<file path="config.mk">
export PLATFORM = sky130hd
export DESIGN_NAME = uart_rx_8n1
export DESIGN_NICKNAME = d
export VERILOG_FILES = /design/src/rtl/uart_rx_8n1.sv
export SDC_FILE = /design/constraint.sdc
export NUM_CORES = 1
export LEC_CHECK = 0
export CAP_MARGIN = 20
export CORE_ASPECT_RATIO = 0.5
export CORE_UTILIZATION = 30
export CTS_BUF_LIST = sky130_fd_sc_hd__clkbuf_16
export DETAILED_ROUTE_END_ITERATION = 16
export SYNTH_ARGS = -nofsm -noshare
export SYNTH_HDL_FRONTEND = slang
export SYNTH_SLANG_ARGS = --single-unit
</file>
<file path="constraint.sdc">
create_clock -name clk -period 1.6 [get_ports clk]
set_input_delay 0.32 -clock clk [delete_from_list [all_inputs] [get_ports clk]]
set_output_delay 0.32 -clock clk [all_outputs]
set_load 0.01 [all_outputs]
</file>
<file path="src/rtl/uart_rx_8n1.sv">
// 8N1 UART receiver: 2-FF synchroniser, mid-bit sampling, glitch/framing/overrun
// detection and a single-byte valid/ready holding register.
module uart_rx_8n1 #(
    parameter int CLKS_PER_BIT = 234
) (
    input  logic       clk,
    input  logic       rst_n,
    input  logic       i_uart_rx,
    input  logic       i_ready,
    output logic [7:0] o_data,
    output logic       o_valid,
    output logic       o_frame_err,
    output logic       o_overrun,
    output logic       o_busy
);

    localparam int HALF_BIT = CLKS_PER_BIT / 2;
    localparam int CW       = $clog2(CLKS_PER_BIT + 1);
    localparam logic [CW-1:0] FULL_MAX = CW'(CLKS_PER_BIT - 1);
    localparam logic [CW-1:0] HALF_MAX = CW'(HALF_BIT - 1);

    typedef enum logic [2:0] {
        S_IDLE,
        S_START,
        S_DATA,
        S_STOP,
        S_BREAK
    } state_t;

    logic          r_sync1;
    logic          r_rx_s;
    state_t        r_state;
    logic [CW-1:0] r_baud;
    logic [2:0]    r_bit;
    logic [7:0]    r_shift;
    logic [7:0]    r_data;
    logic          r_valid;
    logic          r_frame_err;
    logic          r_overrun;

    state_t        w_state_nx;
    logic [CW-1:0] w_baud_nx;
    logic [2:0]    w_bit_nx;
    logic [7:0]    w_shift_nx;
    logic [7:0]    w_data_nx;
    logic          w_valid_nx;
    logic          w_ferr_nx;
    logic          w_ovr_nx;
    logic          w_accept;
    logic          w_tick;

    assign w_accept = r_valid & i_ready;
    // START waits half a bit so every later sample lands mid-bit.
    assign w_tick   = (r_baud == ((r_state == S_START) ? HALF_MAX : FULL_MAX));

    always_ff @(posedge clk) begin
        if (!rst_n) begin
            r_sync1     <= 1'b1;
            r_rx_s      <= 1'b1;
            r_state     <= S_IDLE;
            r_baud      <= '0;
            r_bit       <= '0;
            r_shift     <= '0;
            r_data      <= '0;
            r_valid     <= 1'b0;
            r_frame_err <= 1'b0;
            r_overrun   <= 1'b0;
        end else begin
            r_sync1     <= i_uart_rx;
            r_rx_s      <= r_sync1;
            r_state     <= w_state_nx;
            r_baud      <= w_baud_nx;
            r_bit       <= w_bit_nx;
            r_shift     <= w_shift_nx;
            r_data      <= w_data_nx;
            r_valid     <= w_valid_nx;
            r_frame_err <= w_ferr_nx;
            r_overrun   <= w_ovr_nx;
        end
    end

    always_comb begin
        w_state_nx = r_state;
        w_baud_nx  = w_tick ? '0 : r_baud + CW'(1);
        w_bit_nx   = r_bit;
        w_shift_nx = r_shift;
        w_data_nx  = r_data;
        w_valid_nx = r_valid & ~i_ready;
        w_ferr_nx  = 1'b0;
        w_ovr_nx   = 1'b0;

        case (r_state)
            S_IDLE: begin
                w_baud_nx = '0;
                if (!r_rx_s) w_state_nx = S_START;
            end
            S_START: begin
                if (w_tick) begin
                    if (r_rx_s) begin
                        w_state_nx = S_IDLE;
                    end else begin
                        w_state_nx = S_DATA;
                        w_bit_nx   = '0;
                    end
                end
            end
            S_DATA: begin
                if (w_tick) begin
                    w_shift_nx[r_bit] = r_rx_s;
                    if (r_bit == 3'd7) w_state_nx = S_STOP;
                    else               w_bit_nx   = r_bit + 3'd1;
                end
            end
            S_STOP: begin
                if (w_tick) begin
                    if (r_rx_s) begin
                        w_state_nx = S_IDLE;
                        // An accept in this same cycle frees the register for the new byte.
                        if (!r_valid || w_accept) begin
                            w_data_nx  = r_shift;
                            w_valid_nx = 1'b1;
                        end else begin
                            w_ovr_nx   = 1'b1;
                        end
                    end else begin
                        w_ferr_nx  = 1'b1;
                        w_state_nx = S_BREAK;
                    end
                end
            end
            S_BREAK: begin
                // Held-low line: stay here instead of decoding endless 0x00 frames.
                w_baud_nx = '0;
                if (r_rx_s) w_state_nx = S_IDLE;
            end
            default: begin
                w_state_nx = S_IDLE;
                w_baud_nx  = '0;
            end
        endcase
    end

    assign o_data      = r_data;
    assign o_valid     = r_valid;
    assign o_frame_err = r_frame_err;
    assign o_overrun   = r_overrun;
    assign o_busy      = (r_state != S_IDLE);

endmodule

</file>
-- Yosys cells after proc, flatten, opt, wreduce, memory -nomap -nowiden
Index checks and enable logic that the tools add are counted.
W data, S select, Z words.
- bits of input ports: 4
- word-level logic and storage cells: 71
- bits in registers: 35
- output and inout bits: 12
- magnitude comparators: 2
- $add $sub $neg: 2
- equal/unequal tests: 14
- multiplexer cells: 24
- reduce and logical (&&, ||, !) cells: 14
- bitwise gates (word level): 5
- operators by type and width (cell ; count):
    $mux W3 ; 11
    $ne A2 B2 Y1 const B ; 8
    $pmux W3 S5 ; 1
    $add A8 B1 Y8 const B ; 1
    $bwmux W8 ; 1
    $eq A8 B8 Y1 ; 1
    $mux W8 ; 1
    $reduce_and A4 Y1 ; 2
    $mux W1 ; 7
    $eq A3 B2 Y1 const B ; 2
    $eq A3 B3 Y1 const B ; 2
    $pmux W3 S2 ; 1
    $reduce_and A6 Y1 ; 1
    $reduce_or A3 Y1 ; 2
    $reduce_and A5 Y1 ; 1
    $lt A3 B4 Y1 const B ; 1
    $add A3 B1 Y3 const B ; 1
    $demux W1 S3 ; 1
    $eq A3 B1 Y1 const B ; 1
    $ge A3 B1 Y1 const B ; 1
    $logic_not A3 Y1 ; 1
    $not A1 Y1 ; 3
    $reduce_and A3 Y1 ; 1
    $reduce_bool A3 Y1 ; 1
    other kinds (7) ; 8

-- Longest topological paths before layout
Gate-level depths: netlist of the first run.
- depth after elaboration: 6
- mapped depth: 7
- mapped depth without buffers: 6

-- Least setup slack after synthesis of the first run
OpenSTA, ideal clock, no wires.
- path kind: reg2reg
- start: register r_bit[0]
- end: register r_bit[1]
- library setup time: 0.072 ns
- period minus slack after synthesis: 1.507 ns
- cell stages (with the launch flop): 8
- data arrival time: 1.435 ns
- required time: 1.528 ns
- slack: 0.093 ns
- cells stage by stage: dfxtp_1 ha_1 ha_1 nor4b_1 a31oi_1 and3b_1 buf_6 mux2i_1
- word-level cells in the longest chain between the ends: 4
- RTL lines (element ; RTL line ; RTL):
    start: declaration ; 34 ; logic [2:0] r_bit;
    start signal: assignment ; 73 ; r_bit <= w_bit_nx;
    $add A3 B1 Y3 ; 111 ; else w_bit_nx = r_bit + 3'd1;
    $mux W3 ; 110 ; if (r_bit == 3'd7) w_state_nx = S_STOP;
    $mux W3 ; 108 ; if (w_tick) begin
    $pmux W3 S2 ; 92 ; case (r_state)
Parallel ways exist; a longest one is shown, timed or not. The select of a mux whose other input is x is not followed.
A chain may end at the register's enable or synchronous reset.

-- Worst setup path after layout of the first run
- start: register r_bit[1]
- end: register r_bit[1]
Same word-level chain as after synthesis.

==> out/results.txt, run 1 <==
The run finished with clean final reports. At the pin with the least slew margin, the transition time is 0.292 ns. For this run, the leading register cell type out of synthesis is dfxtp_1. 16 I/O pins were placed. Share of cells above drive strength 1: 0.179. Die area: 5470 µm².

The number of antenna diodes in the final layout is 0. For this block, the initial DRC count from the detailed router was 34. Setup violations remaining at the end of the flow were counted as 0.

The arithmetic-cell share of the synthesized area counting full adders, half adders and majority gates came out at 0.0242. In the routed layout, each cell is associated on average with a via count of 4.60. The multiplexer area fraction after synthesis came out at 0.132. The first-pass GRT wire length is 4.64 mm.

The worst clock skew came out at 0.00663 ns. The tools report the type of origin of the critical path as a register. Buffers placed on the I/O ports in this run total 15.

The H-tree was split into 2 levels. For this run, design rule violations remaining after detail routing come to 0. The final routed wire length divided by cell count is 10.7 µm, and the post-synthesis sequential area ratio is 0.452. The run gives 1196 as the routed via count. On the critical path, the stage with the largest delay is an instance of dfxtp_2. The die height is 52.8 µm, and the peak fanout along the critical path is 3. The most prevalent standard cell on the critical path was ha_4. Before CTS, the worst setup slack after placement is -0.0243 ns. The tools report the global-route congestion overflow total as 0.

After synthesis the cells add up to 1550 µm². Count of buffers added by post-CTS timing repair for setup: 0. Detailed placement ended at an HPWL of 2.02 mm.

The end-of-flow core utilization is 0.410, and the number of iterations in the first detailed-routing pass is 4. The via count of the first global-routing pass is 1047, and the share of flip-flops with an asynchronous set or reset is 0. The clock-pin slew of the registers on the worst-case setup and hold paths is 0.05 ns.

Compared with the post-synthesis result, the final layout area differs by 31.3%. The total wire length came out at 2.79 mm. Data on the critical path is required at its endpoint by 1.80 ns.

The run gives 0 as the max-slew violation total from the final report. The setup path with the least slack is of type reg -> reg. Setup repair after global routing could not meet its margin everywhere. TritonCTS built the clock tree. In this run, synthesis produced a sequential element count of 35. The number of antenna violations at the first check in global routing is 0, and the net count reported at finish is 196. The tools report the overall global routing resource usage as 0.112. The net count after synthesis is 171. For the worst setup path, the data arrival time is 1.73 ns. The startpoint identified for the worst hold timing path is r_sync1$_SDFF_PN1_. The startpoint identified for the worst register-to-register timing path is r_bit[1]$_SDFFE_PN0P_. Counting flops with a built-in enable in the synthesized netlist gives 0.

The largest net degree at the start of global routing was 16. Broken down by cell family, the worst path's largest delay share belongs to simple AND/OR/NAND/NOR gates. Counting along the longest clock path gives a buffer depth of 2. The power density normalized to cell area is 894 nW/µm², and the slack of the critical path is 0.0723 ns.

The number of hold buffers added after CTS is 0, and the placement row count is 18. In the final timing run, aggregate negative setup slack is 0 ns. The final weighted congestion of routability-driven global placement is 0.763, and the number of hold-slack violations in the final timing report is 0. The run gives 4950 µm² as the core box area. The clock net in this run drives a total of 35 sinks. In this run the worst setup path begins at r_bit[1]$_SDFFE_PN0P_. Walking the worst path, the cells encountered are ha_4 > ha_4 > nor4b_4 > a31oi_1 > and3b_2 > mux2i_1.

Final hold analysis gives a worst-case slack of 0.405 ns. The critical path's largest stage delay was 0.33 ns; the static leakage was 0.761 nW. Counting every instance in the synthesized netlist gives 164. After synthesis, the netlist uses 31 different library cells. In this run the cell area measured after placement is 1840 µm². In this run the register-to-register setup slack is 0.07 ns. The overall die width was 104 µm. The run gives 0 as the count of max-cap constraint violations. The worst setup path is captured at a register.

The part of the cycle the worst path needs was 0.955. During synthesis, Yosys emitted a total of 0 warnings. The logs give 0.313 for the starting density of the core and 0.000379 V for the worst vdd rail ir drop. The buffers plus inverters on the worst setup path is 0, and the post-synthesis compound-gate area fraction is 0.0339. Once detail routing completed, the nets flagged for antenna violations numbered 0. Timing would allow up to 655 MHz. Clock period minus final worst setup slack: 1.53 ns. In this run, CTS created clock tree buffers numbering 5. The later pin in the worst-skew pair is clocked with a latency of 0.28 ns. The path class of the tightest hold or removal check is reg -> reg.

The simple-gate portion of the synthesized area was 0.279; the final instance area was 2030 µm². Dividing the synthesized area by the synthesized cell count gives 9.45 µm². The main combinational cell family by area after synthesis is simple AND/OR/NAND/NOR gates. The xor/xnor cell area share of the yosys netlist was 0.0339. The tools report the normalized max-slew margin as 0.805. Clock tree synthesis selected as its root buffer the cell clkbuf_16.
-- cells in the mapped netlist (3+ instances only) --
cell,number,share of area
xnor2_1,3,0.017
and2_1,4,0.016
xor2_1,3,0.017
ha_1,3,0.024
nand4_1,11,0.044
nor2_1,14,0.034
nor2b_1,3,0.012
mux2i_1,19,0.12
nand2_1,26,0.063
a21oi_1,4,0.013
nand2b_1,4,0.016
inv_1,4,0.0097
nand3_1,6,0.019
dfxtp_1,35,0.45
clkbuf_1,3,0.0073
-- path summary, 6_finish.rpt --
check | to | depth (start not counted)
worst max-delay path | r_bit[1]$_SDFFE_PN0P_ | 6
worst min-delay path | r_rx_s$_SDFF_PN1_ | 1
worst max register to register | r_bit[1]$_SDFFE_PN0P_ | 6
worst min register to register | r_rx_s$_SDFF_PN1_ | 1
-- kinds of logic after synthesis --
logic type,after synthesis
AOI/OAI and AO/OA,8
xor gates and xnor gates,6
buffers and inverters,12
muxes,20
and+or+nand+nor,80
adders and majority gates,3
DFF,35
-- cells in the final DEF, fill, tap and decap left out, types with 2 or more instances in the layout --
| master | count |
|---|---|
| a31o_2 | 2 |
| buf_12 | 2 |
| inv_1 | 5 |
| clkdlybuf4s50_1 | 14 |
| and2_1 | 4 |
| mux2i_1 | 19 |
| nor2b_1 | 3 |
| nor3b_2 | 2 |
| clkinv_1 | 2 |
| nand2_1 | 26 |
| nand4_1 | 11 |
| nand2b_1 | 4 |
| ha_4 | 2 |
| dfxtp_1 | 30 |
| clkbuf_16 | 5 |
| xor2_1 | 3 |
| a21oi_1 | 4 |
| buf_4 | 9 |
| dfxtp_2 | 5 |
| nor2_1 | 13 |
| nand3_1 | 6 |
| nor3_1 | 2 |
| xnor2_1 | 3 |
-- layer usage --
layer | global-route usage | routed length, µm | vias to the layer above
met3 | 0.0373 | 96 | 8
met4 | 0.0797 | 70 | 0
li1 | - | - | 620
met1 | 0.127 | 1430 | 550
met2 | 0.185 | 1190 | 18
met5 | 0 | 0 | -
-- what timing repair did --
| item | CTS | global route |
|---|---|---|
| cloned | 0 | 0 |
| resized for setup | 6 | 10 |
| setup endpoints to repair | 4 | 7 |
| pin swaps | 0 | 2 |
-- area by class of cell --
cell class                      count  area (µm²)
Clock buffer                        5         125
Clock inverter                      3        11.3
Fill cell                         487        2920
Inverter                            4        15.0
Multi-Input combinational cell    117         831
Sequential cell                    35         707
Tap cell                           70        87.6
Timing Repair Buffer               26         256
-- registers in the layout, summed over array words and instances (netlist names) --
register     flops
r_shift          8
o_data           8
o_valid          1
r_state          3
r_bit            3
r_rx_s           1
r_sync1          1
o_frame_err      1
r_baud           8
o_overrun        1
-- report_power, final --
group          total [mW]  internal [mW]  switching [mW]  leakage, nW
logic              0.0491         0.0218          0.0273        0.406
registers           0.882          0.878         0.00429        0.285
clock network       0.886          0.558           0.327       0.0701
total                1.82           1.46           0.359        0.761
-- stage by stage --
step | cells | power [mW]
floorplan | 164 | 0.930
global placement | 252 | 0.948
detailed placement | 252 | 0.949
CTS | 260 | 1.84
global route | 260 | 1.88
finish | 260 | 1.82
No activity file was read; power rests on OpenSTA's default activity.
==> inputs of run 2 (changes only) <==
- CORE_ASPECT_RATIO: 0.5 -> 0.6
==> run 2 against run 1 <==
Net effect:
- clock skew is 0.00099 ns lower
- register-to-register slack barely moved
- final cell count down 1.9%
- core utilization is 1.2 points higher
- global-route usage grew 0.56 points
- clock-buffer cell count stayed put
- wire length increased by 4.2%
- largest cell class unchanged
==> out/results.txt, run 2 (same netlist as run 1, synthesis figures left out) <==
The overall die width works out to 94.8 µm (was 104 µm). Number of DRC violations after detailed-routing iteration 0: 68 (was 34). For the normalized max-slew margin, the log shows 0.800 (was 0.805). The routed via count is 1157 (was 1196). The number of antenna violations at the first check in global routing was 0 (unchanged); the number of CTS-inserted buffers was 5 (unchanged). Share of total power in the clock network: 0.490 (was 0.488).

The reg-to-reg critical path startpoint was r_state[2]$_SDFFE_PN0P_ (was r_bit[1]$_SDFFE_PN0P_). The run gives 0 (unchanged) as the number of nets still failing antenna checks after routing. For the placement row count, the log shows 19 (was 18). The number of buffers on the longest clock path came out at 2 (unchanged). The overall global routing resource usage was 0.118 (was 0.112). TritonCTS built the clock tree. The total wire length was 2.91 mm (was 2.79 mm); the required time at the worst-slack endpoint was 1.81 ns (was 1.80 ns).

The tools report the end-of-flow core utilization as 0.422 (was 0.410). The tools report the start point of the critical path as r_state[2]$_SDFFE_PN0P_ (was r_bit[1]$_SDFFE_PN0P_). The critical setup path kind is reg -> reg (unchanged). The logs give 0 (unchanged) for the remaining routing DRC violations and 35 (unchanged) for the number of clock sinks seen by CTS. The run gives 5460 µm² (was 5470 µm²) as the die area. Leading cell type in the layout, fill and taps excluded: dfxtp_1 (unchanged). The depth of the worst register-to-register path is 4 (was 6). The largest net degree at the start of global routing was 28 (was 16). Highest-count cells in the layout ignoring fill and taps: 33 x dfxtp_1, 26 x nand2_1, 19 x mux2i_1 (was 30 x dfxtp_1, 26 x nand2_1, 19 x mux2i_1).

For the first-pass GRT wire length, the log shows 4.78 mm (was 4.64 mm). For the clock latency reported for the late side of the worst-skew pair, the log shows 0.28 ns (about the same). The die height was 57.7 µm (was 52.8 µm).

The core box area was 4750 µm² (was 4950 µm²). The number of levels the H-tree was split into is 2 (unchanged). The type of the tightest min-delay check is reg -> reg (unchanged).

The share of cells above drive strength 1 was 0.161 (was 0.179). The pre-CTS worst setup slack was 0.0340 ns (was -0.0243 ns); the final weighted congestion of routability-driven global placement was 0.732 (was 0.763). The instance count after placement with tap cells included came out at 248 (was 252).

The clock-pin slew of the registers on the worst-case setup and hold paths was 0.05 ns (about the same). Final routed wire length divided by cell count: 11.4 µm (was 10.7 µm). Part of the cycle the worst path needs: 0.958 (was 0.955).

The filler-free cell count of the finished design is 255 (was 260), and the net switching power is 373 µW (was 359 µW). Type of origin of the critical path: a register (unchanged). The number of iterations in the first detailed-routing pass is 4 (unchanged).

The global-route congestion overflow total came out at 0 (unchanged). The tools report the nature of the critical path endpoint as a register (unchanged). The routed via count divided by cell count was 4.54 (was 4.60).

For the final HPWL from detailed placement, the log shows 2.05 mm (was 2.02 mm). The internal cell power is 1.46 mW (about the same). The switching power share of the total came out at 0.204 (was 0.198). The flow ran to the end, and the final reports show no timing, DRC or antenna violations. The power density normalized to cell area is 912 nW/µm² (was 894 nW/µm²). The part of the total power dissipated in combinational logic was 0.031 (was 0.027); the I/O pin total was 16 (unchanged).

The worst vdd rail ir drop is 0.000443 V (was 0.000379 V). The via count of the first global-routing pass is 1019 (was 1047), and the count of max-cap constraint violations is 0 (unchanged). The summed negative setup slack over all endpoints was 0 ns (unchanged); the hold-critical path depth was 1 (unchanged).

The peak fanout along the critical path works out to 8 (was 3). Count of buffers added by post-CTS timing repair for setup: 0 (unchanged). The port buffer count came out at 15 (unchanged).

The final count of negative-setup-slack endpoints came out at 0 (unchanged). The data arrival time at the worst-slack endpoint came out at 1.75 ns (was 1.73 ns). Max-slew violation total from the final report: 0 (unchanged).

The static leakage came out at 0.775 nW (was 0.761 nW). The clock period minus final worst setup slack is 1.53 ns (about the same). The worst clock skew was 0.00563 ns (was 0.00663 ns); the maximum frequency from static timing analysis was 652 MHz (was 655 MHz). Setup repair after global routing left no endpoint under its margin. The clock tree root buffer cell is clkbuf_16 (unchanged). The logs give 0 (unchanged) for the number of hold-slack violations in the final timing report and 0 (unchanged) for the number of antenna cells inserted.

The run gives 0.0671 ns (was 0.0723 ns) as the slack of the critical path. The slew at the pin closest to its max-slew limit was 0.300 ns (was 0.292 ns); the sequential fraction of design power was 0.479 (was 0.485). The net count reported at finish is 199 (was 196). The number of hold buffers added after CTS was 0 (unchanged). The starting density of the core came out at 0.326 (was 0.313).

The launch point of the worst hold path is r_sync1$_SDFF_PN1_ (unchanged). The area overhead of the layout relative to synthesis works out to 29.6% (was 31.3%).
run 2: cell types whose count changed in the layout (fill, tap and decap cells not counted), sizes merged:
cell  change
buf       +3
inv       -1
run 2: critical path: stages (launching register included):
cell	delay (ns)
dfxtp_4	0.36
nor3b_2	0.21
mux2_4	0.37
a211o_1	0.38
nor2_1	0.15
run 2: per-layer routing:
layer	track usage	share of wire	up-vias	routed length (µm)
li1	-	-	622	-
met1	0.179	0.59	509	1720
met3	0.0394	0.039	6	112
met4	0.0584	0.019	0	55
met5	0	0	-	0
met2	0.143	0.35	20	1020
run 2: power groups by stage:
stage,registers [mW],clock network (mW),logic [mW]
6_report,0.876,0.898,0.0569
5_1_grt,0.876,0.963,0.0629
4_1_cts,0.876,0.925,0.0572
3_5_place_dp,0.898,0,0.0579
3_3_place_gp,0.898,0,0.0581
2_1_floorplan,0.898,0,0.0321
run 2: worst paths after layout:
check / slack [ns] / to
setup reg to reg: 0.07 / r_baud[7]$_SDFF_PP0_
hold / removal: 0.41 / r_rx_s$_SDFF_PN1_
hold reg to reg: 0.41 / r_rx_s$_SDFF_PN1_
setup / recovery: 0.07 / r_baud[7]$_SDFF_PP0_
run 2: through the flow:
stage,hold slack [ns],power (mW),instance area (µm²)
floorplan,0.386,0.930,1550
global placement,0.389,0.956,1850
detailed placement,0.396,0.956,1850
CTS,0.408,1.86,1990
global route,0.433,1.90,2010
finish,0.407,1.83,2010
run 2: cell type report:
| type | count | area (µm²) |
|---|---|---|
| clock inverter | 2 | 8.76 |
| fill | 493 | 2750 |
| timing repair buffer | 29 | 283 |
| clock buffer | 5 | 125 |
| tap | 63 | 78.8 |
| inverter | 4 | 15.0 |
| multi-input combinational | 117 | 790 |
| sequential | 35 | 708 |
run 2: timing repair:
| item | CTS | global route |
|---|---|---|
| hold endpoints to repair | 0 | 0 |
| setup endpoints to repair | 1 | 4 |
| gates resized for setup | 5 | 4 |
